<file path="src/rtl/lsu_stbuf_queue.sv">
`default_nettype none
// ============================================================================
// Module   : lsu_stbuf_queue
// Purpose  : LSU store buffer. Committed stores are queued in a circular
//            FIFO and drained in order to the DCCM/PIC write port. Loads in
//            dc2 look up the queue, and a per-byte forward of the youngest
//            matching DCCM store is registered into dc3.
// Ports    : clk, rst_l (async, active-low)
//            enq_*                  : store enqueue request
//            lsu_stbuf_commit_any   : write port accepted the head entry
//            ld_valid_dc2/ld_addr_dc2 : load forwarding lookup
//            stbuf_*_any            : head entry presented to the write port
//            stbuf_full/empty       : occupancy flags
//            stbuf_fwddata/fwdbyteen_dc3 : registered forward result
//            stbuf_overflow         : sticky, an enqueue was dropped
// Revision : 1.0 - initial release
// ============================================================================
module lsu_stbuf_queue #(
    parameter int STBUF_DEPTH = 4,
    parameter int ADDR_BITS   = 16
) (
    input  logic                 clk,
    input  logic                 rst_l,
    input  logic                 enq_valid,
    input  logic [ADDR_BITS-1:0] enq_addr,
    input  logic [31:0]          enq_data,
    input  logic [3:0]           enq_byteen,
    input  logic                 enq_in_pic,
    input  logic                 lsu_stbuf_commit_any,
    input  logic                 ld_valid_dc2,
    input  logic [ADDR_BITS-1:0] ld_addr_dc2,
    output logic                 stbuf_reqvld_any,
    output logic [ADDR_BITS-1:0] stbuf_addr_any,
    output logic [31:0]          stbuf_data_any,
    output logic [3:0]           stbuf_byteen_any,
    output logic                 stbuf_addr_in_pic_any,
    output logic                 stbuf_full,
    output logic                 stbuf_empty,
    output logic [31:0]          stbuf_fwddata_dc3,
    output logic [3:0]           stbuf_fwdbyteen_dc3,
    output logic                 stbuf_overflow
);

    localparam int C_PTR_W = $clog2(STBUF_DEPTH);
    localparam int C_CNT_W = C_PTR_W + 1;
    localparam logic [C_CNT_W-1:0] C_DEPTH    = C_CNT_W'(STBUF_DEPTH);
    localparam logic [C_PTR_W-1:0] C_LAST_PTR = C_PTR_W'(STBUF_DEPTH - 1);

    // Entry storage; the address keeps only the word-address bits.
    logic                 r_vld    [STBUF_DEPTH];
    logic [ADDR_BITS-3:0] r_addr   [STBUF_DEPTH];
    logic [31:0]          r_data   [STBUF_DEPTH];
    logic [3:0]           r_byteen [STBUF_DEPTH];
    logic                 r_pic    [STBUF_DEPTH];

    logic [C_PTR_W-1:0]   r_wr_ptr;
    logic [C_PTR_W-1:0]   r_rd_ptr;
    logic [C_CNT_W-1:0]   r_count;
    logic                 r_overflow;
    logic [31:0]          r_fwd_data;
    logic [3:0]           r_fwd_be;

    logic                 w_full;
    logic                 w_empty;
    logic                 w_push;
    logic                 w_pop;
    logic                 w_drop;
    logic [31:0]          w_fwd_data;
    logic [3:0]           w_fwd_be;
    logic                 w_unused_addr_lsbs;

    // Byte offsets of word addresses carry no information here.
    assign w_unused_addr_lsbs = ^{enq_addr[1:0], ld_addr_dc2[1:0]};

    function automatic logic [C_PTR_W-1:0] f_ptr_inc(input logic [C_PTR_W-1:0] p);
        return (p == C_LAST_PTR) ? '0 : p + C_PTR_W'(1);
    endfunction

    assign w_full  = (r_count == C_DEPTH);
    assign w_empty = (r_count == '0);
    // A full buffer still accepts when the head is leaving in the same cycle.
    assign w_pop   = lsu_stbuf_commit_any & ~w_empty;
    assign w_push  = enq_valid & (~w_full | lsu_stbuf_commit_any);
    assign w_drop  = enq_valid & w_full & ~lsu_stbuf_commit_any;

    // ------------------------------------------------------------------
    // Entry array. Pop clears first so a same-slot push (full + commit)
    // leaves the slot valid with the new store.
    // ------------------------------------------------------------------
    always_ff @(posedge clk or negedge rst_l) begin
        if (!rst_l) begin
            for (int i = 0; i < STBUF_DEPTH; i++) begin
                r_vld[i]    <= 1'b0;
                r_addr[i]   <= '0;
                r_data[i]   <= '0;
                r_byteen[i] <= '0;
                r_pic[i]    <= 1'b0;
            end
        end else begin
            for (int i = 0; i < STBUF_DEPTH; i++) begin
                if (w_pop && (r_rd_ptr == C_PTR_W'(i))) begin
                    r_vld[i] <= 1'b0;
                end
                if (w_push && (r_wr_ptr == C_PTR_W'(i))) begin
                    r_vld[i]    <= 1'b1;
                    r_addr[i]   <= enq_addr[ADDR_BITS-1:2];
                    r_data[i]   <= enq_data;
                    r_byteen[i] <= enq_byteen;
                    r_pic[i]    <= enq_in_pic;
                end
            end
        end
    end

    // Pointers, occupancy and sticky overflow
    always_ff @(posedge clk or negedge rst_l) begin
        if (!rst_l) begin
            r_wr_ptr   <= '0;
            r_rd_ptr   <= '0;
            r_count    <= '0;
            r_overflow <= 1'b0;
        end else begin
            if (w_push) r_wr_ptr <= f_ptr_inc(r_wr_ptr);
            if (w_pop)  r_rd_ptr <= f_ptr_inc(r_rd_ptr);
            case ({w_push, w_pop})
                2'b10:   r_count <= r_count + C_CNT_W'(1);
                2'b01:   r_count <= r_count - C_CNT_W'(1);
                default: r_count <= r_count;
            endcase
            if (w_drop) r_overflow <= 1'b1;
        end
    end

    // ------------------------------------------------------------------
    // Forwarding lookup over current state: walks from oldest (read
    // pointer) to youngest so later matches override earlier ones. The
    // head being popped this cycle is still valid here; the store being
    // enqueued this cycle is not yet written and so is excluded. Loads
    // are DCCM accesses, so PIC entries never match.
    // ------------------------------------------------------------------
    always_comb begin
        logic [C_PTR_W-1:0] v_idx;
        v_idx      = '0;
        w_fwd_data = '0;
        w_fwd_be   = '0;
        for (int k = 0; k < STBUF_DEPTH; k++) begin
            v_idx = r_rd_ptr + C_PTR_W'(k);
            if (ld_valid_dc2 && r_vld[v_idx] && !r_pic[v_idx] &&
                (r_addr[v_idx] == ld_addr_dc2[ADDR_BITS-1:2])) begin
                for (int b = 0; b < 4; b++) begin
                    if (r_byteen[v_idx][b]) begin
                        w_fwd_be[b]          = 1'b1;
                        w_fwd_data[8*b +: 8] = r_data[v_idx][8*b +: 8];
                    end
                end
            end
        end
    end

    always_ff @(posedge clk or negedge rst_l) begin
        if (!rst_l) begin
            r_fwd_data <= '0;
            r_fwd_be   <= '0;
        end else begin
            r_fwd_data <= w_fwd_data;
            r_fwd_be   <= w_fwd_be;
        end
    end

    // Head fields are zeroed while empty so stale popped data never shows.
    assign stbuf_reqvld_any      = ~w_empty;
    assign stbuf_addr_any        = w_empty ? '0 : {r_addr[r_rd_ptr], 2'b00};
    assign stbuf_data_any        = w_empty ? '0 : r_data[r_rd_ptr];
    assign stbuf_byteen_any      = w_empty ? '0 : r_byteen[r_rd_ptr];
    assign stbuf_addr_in_pic_any = ~w_empty & r_pic[r_rd_ptr];
    assign stbuf_full            = w_full;
    assign stbuf_empty           = w_empty;
    assign stbuf_fwddata_dc3     = r_fwd_data;
    assign stbuf_fwdbyteen_dc3   = r_fwd_be;
    assign stbuf_overflow        = r_overflow;

endmodule
`default_nettype wire

</file>
<file path="config.mk">
export PLATFORM = sky130hd
export DESIGN_NAME = lsu_stbuf_queue
export DESIGN_NICKNAME = d
export VERILOG_FILES = /design/src/rtl/lsu_stbuf_queue.sv
export SDC_FILE = /design/constraint.sdc
export NUM_CORES = 1
export LEC_CHECK = 0
export CORE_MARGIN = 8
export CORE_UTILIZATION = 50
export CTS_CLUSTER_SIZE = 14
export DETAILED_ROUTE_END_ITERATION = 16
export PLACE_DENSITY = 0.79
export SETUP_SLACK_MARGIN = 0.2
export SYNTH_ARGS = -nofsm -noshare
export SYNTH_HDL_FRONTEND = slang
export SYNTH_SLANG_ARGS = --single-unit
</file>
<file path="constraint.sdc">
create_clock -name clk -period 6.5 [get_ports clk]
set_input_delay 0.65 -clock clk [delete_from_list [all_inputs] [get_ports clk]]
set_output_delay 0.65 -clock clk [all_outputs]
set_load 0.03 [all_outputs]
</file>
==> metrics.md <==
| Metric | Value |
|---|---|
| Outcome | finished, final reports clean |
| Final Max Tran Viols | 0 |
| CTS max path bufs | 3 |
| Max_cap viols | 0 |
| PwrDens | 628 mW/mm^2 |
| Met3 wire length | 3010 um |
| Overall power | 12.5 mW |
| Slowest-stage cell, CP | dfrtp_4 |
| Buffers on Ports | 160 |
| FMAX | 205 MHz |
| Number of post-CTS setup repair buffers | 0 |
| CP cell instances | buf_4, buf_4, mux4_2, and2_1, clkdlybuf4s50_1 |
| Clk sinks | 252 |
| Leakage power | 7.74 nW |
| Reg2reg end | stbuf_fwddata_dc3[18] |
| Psw | 5.13 mW |
| Synth top area cells | dfrtp_1 (37%), mux2_2 (15%), mux4_2 (14%) |
| CTS tree | built |
| First-pass GRT wire length | 69,700 um |
| Cell Area, Synth | 0.0170 mm^2 |
| DR top layer | met5 |
| CP Launch Type | flop |
| CTS buffer count | 30 |
| Most Frequent Cell on Critical Path | buf_4 |
| Largest family of logic cells by synthesized area | multiplexers |
| Nets | 1,502 |
| Final instance area | 0.0199 mm^2 |
| Post-synthesis cell type count | 61 |
| Max transition margin | 0.281 |
| Seq/Total Area, Yosys | 0.370 |
| Flop2flop setup slack | 1.65 ns |
| Final setup fails | 0 |
| Main synth FF type | dfrtp_1 |
| Synth Area in Compound Gates | 0.0567 |
| Setup total negative slack | 0 ns |
| GP Congestion | 0.829 |
| Cell with the most instances after synthesis | dfrtp_1 |
| Row count | 67 |
| Yosys reg bits | 252 |
| Share of cells above drive strength 1 | 0.327 |
| Post-Route WL | 43,600 um |
| Met2 WL | 21,600 um |
| Final Skew | 0.0200 ns |
| Min setup slack post-route | 1.62 ns |
| Post-Place Setup Slack | 1.65 ns |
| Critical path class | flop to output pin |
| CORE AREA | 0.0335 mm^2 |
| Number of hold buffers added after CTS | 0 |
| Worst slew pin tran | 1.08 ns |
| Synth cell count leaders | dfrtp_1 (252), mux2_2 (232), mux4_2 (109) |
| M1 wire length | 18,000 um |
| Max FO, Critical Path | 49 |
| Clk Tree Root Cell | clkbuf_16 |
| Gr usage total | 0.211 |
| Routed length per instance | 23.0 um |
| Avg Cell Area, Syn | 13.0 um^2 |
| Post-synthesis xor/xnor area fraction | 0.0308 |
| Die Span X | 201 um |
| Yosys warnings | 0 |
| Fin crit share | 0.751 |
| Starting DRT DRC Count | 880 |
| Min Tclk post-route | 4.88 ns |
| Clk_lat worst skew | 0.56 ns |
| CP required | 5.85 ns |
| Die area | 0.0403 mm^2 |
| Synth Area in Adders | 0.00778 |
| Routed Antenna Nets | 0 |
| DRC | 0 |
| Post-DP HPWL | 27,900 um |
| Total number of vias | 12,107 |
| Worst Reg-to-Reg Cells | 8 |
| DRT Pass-1 Iters | 5 |
| Synth top area share | 0.370 |
| Layout area overhead | 16.6% |
| # resized after CTS | 0 |
| Sw frac | 0.411 |
| Area leader, netlist | dfrtp_1 |
| Synth Instances | 1,308 |
| Worst R2R Start | r_rd_ptr[0] |
| VDD IR max | 0.443 mV |
| Initial Util | 0.508 |
| Cell-internal power | 7.36 mW |
| Vert. Die Dim | 201 um |
| Clock edge transition at the registers on the reported setup and hold paths | 0.06 ns |
| CP endpoint kind | output pin |
| Grt total ovfl | 0 |
| Endpoints failing hold | 0 |
| Post-DP Area | 0.0189 mm^2 |
| Clk network pwr share | 0.135 |
| Worst path max stage delay | 0.88 ns |
| Hold WC Path Type | input port to asynchronous set/reset pin |
| EDFF count, synth | 0 |
| Async SR Flop Fraction | 1.00 |
| I/O pin cnt | 167 |
| Initial antenna violation count | 4 |
| Mux cell area share after synthesis | 0.408 |
| Vias in the first global route | 12,224 |
| Largest net degree at the start of global routing | 138 |
| Filler instances | 2,616 |
| Simple-gate area share of the yosys netlist | 0.0883 |
| CP arrival | 4.23 ns |
| Power share of the sequential group | 0.255 |
| H-tree levels | 1 |
| Comb pwr share | 0.610 |
| RSZ-0062 raised after global routing | false |
| Via/cell ratio | 6.40 |
[state kept, by name, summed over array words and instances (netlist names)]
signal and count:
r_data 128, r_addr 56, stbuf_fwddata_dc3 32, r_byteen 16, r_pic 4, r_vld 4, stbuf_fwdbyteen_dc3 4, r_count 3
r_rd_ptr 2, r_wr_ptr 2, stbuf_overflow 1
[final cells by class]
cell class,count,area [um^2],area share
clock inverters,12,128,0.00642
inverters,13,48.8,0.00245
multi-input cells,934,10100,0.509
well taps,448,561,0.0282
flip-flops and latches,252,6310,0.318
diodes,3,7.51,0.000378
repair buffers,187,1820,0.0916
clock buffers,42,876,0.0441
[power by group through the flow]
stage	combinational, mW	clock (mW)	sequential, mW
finish	7.62	1.68	3.18
global placement	7.46	0	3.08
detailed placement	7.61	0	3.17
CTS	7.65	1.72	3.15
global route	8.11	1.78	3.30
floorplan	6.02	0	2.80
[through the flow]
stage	utilization	hold WS [ns]	std cells
after floorplan	-	0.354	1309
after global placement	0.563	0.443	1834
after detailed placement	0.563	0.448	1834
after CTS	0.593	0.211	1888
after global routing	0.593	0.267	1890
final	0.593	0.201	1891
[how the worst max path moves through the flow]
stage / startpoint / endpoint / cells past startpoint
2_1_floorplan: r_rd_ptr[0] / stbuf_fwddata_dc3[30] / 16
3_3_place_gp: r_rd_ptr[0] / stbuf_fwddata_dc3[13] / 8
3_5_place_dp: r_rd_ptr[0] / stbuf_fwddata_dc3[13] / 8
4_1_cts: r_rd_ptr[0] / stbuf_byteen_any[0] / 5
5_1_grt: r_rd_ptr[0] / stbuf_fwddata_dc3[12] / 8
6_report: r_rd_ptr[0] / stbuf_byteen_any[0] / 5
[metal layers]
layer  GRT usage  up-vias
met5           0        -
met4      0.0594        2
met3      0.0410       77
met2       0.353      454
met1       0.279     6292
li1            -     5282
[layout by cell type (no fill, tap or decap), types with 3 or more instances in the layout]
| master | synthesis | final |
|---|---|---|
| nand3b_1 | 6 | 6 |
| mux4_4 | 27 | 27 |
| buf_4 | 9 | 26 |
| clkbuf_16 | 0 | 30 |
| clkbuf_8 | 1 | 8 |
| and3_1 | 3 | 3 |
| mux2i_1 | 64 | 64 |
| nor2_1 | 6 | 6 |
| nand4_1 | 11 | 11 |
| xnor2_1 | 41 | 41 |
| o211ai_1 | 9 | 9 |
| clkinv_2 | 0 | 7 |
| and2_1 | 54 | 54 |
| mux4_2 | 109 | 109 |
| mux4_1 | 22 | 22 |
| dfrtp_1 | 252 | 250 |
| clkbuf_1 | 32 | 4 |
| clkdlybuf4s50_1 | 0 | 159 |
| a311oi_2 | 3 | 3 |
| inv_1 | 12 | 12 |
| and2_4 | 3 | 3 |
| o22ai_1 | 3 | 3 |
| xor2_1 | 19 | 19 |
| mux2_2 | 232 | 232 |
| o21ai_0 | 42 | 42 |
| nand2_1 | 81 | 77 |
| diode_2 | 0 | 3 |
| nand2_2 | 0 | 4 |
| ha_1 | 9 | 8 |
| o31ai_1 | 25 | 25 |
| o21ai_1 | 8 | 8 |
| nor3_1 | 16 | 16 |
| a32oi_1 | 22 | 22 |
| nand3_1 | 53 | 53 |
| nand2b_1 | 23 | 23 |
| o311a_1 | 11 | 11 |
[kinds of logic after synthesis]
kind of cell               Yosys count
AOI/OAI and AO/OA                  134
xor gates and xnor gates            60
adders and majority gates           10
buffers and inverters              123
DFF                                252
muxes                              454
other                                1
and+or+nand+nor                    274
[worst max-delay path, delay by kind of cell (launching register included)]
family / cells / cell delay (ns)
buffers and inverters: 3 / 1.91
flip-flops: 1 / 0.88
multiplexers: 1 / 0.65
AND/OR/NAND/NOR: 1 / 0.21
Power figures use the tool's default switching activity.
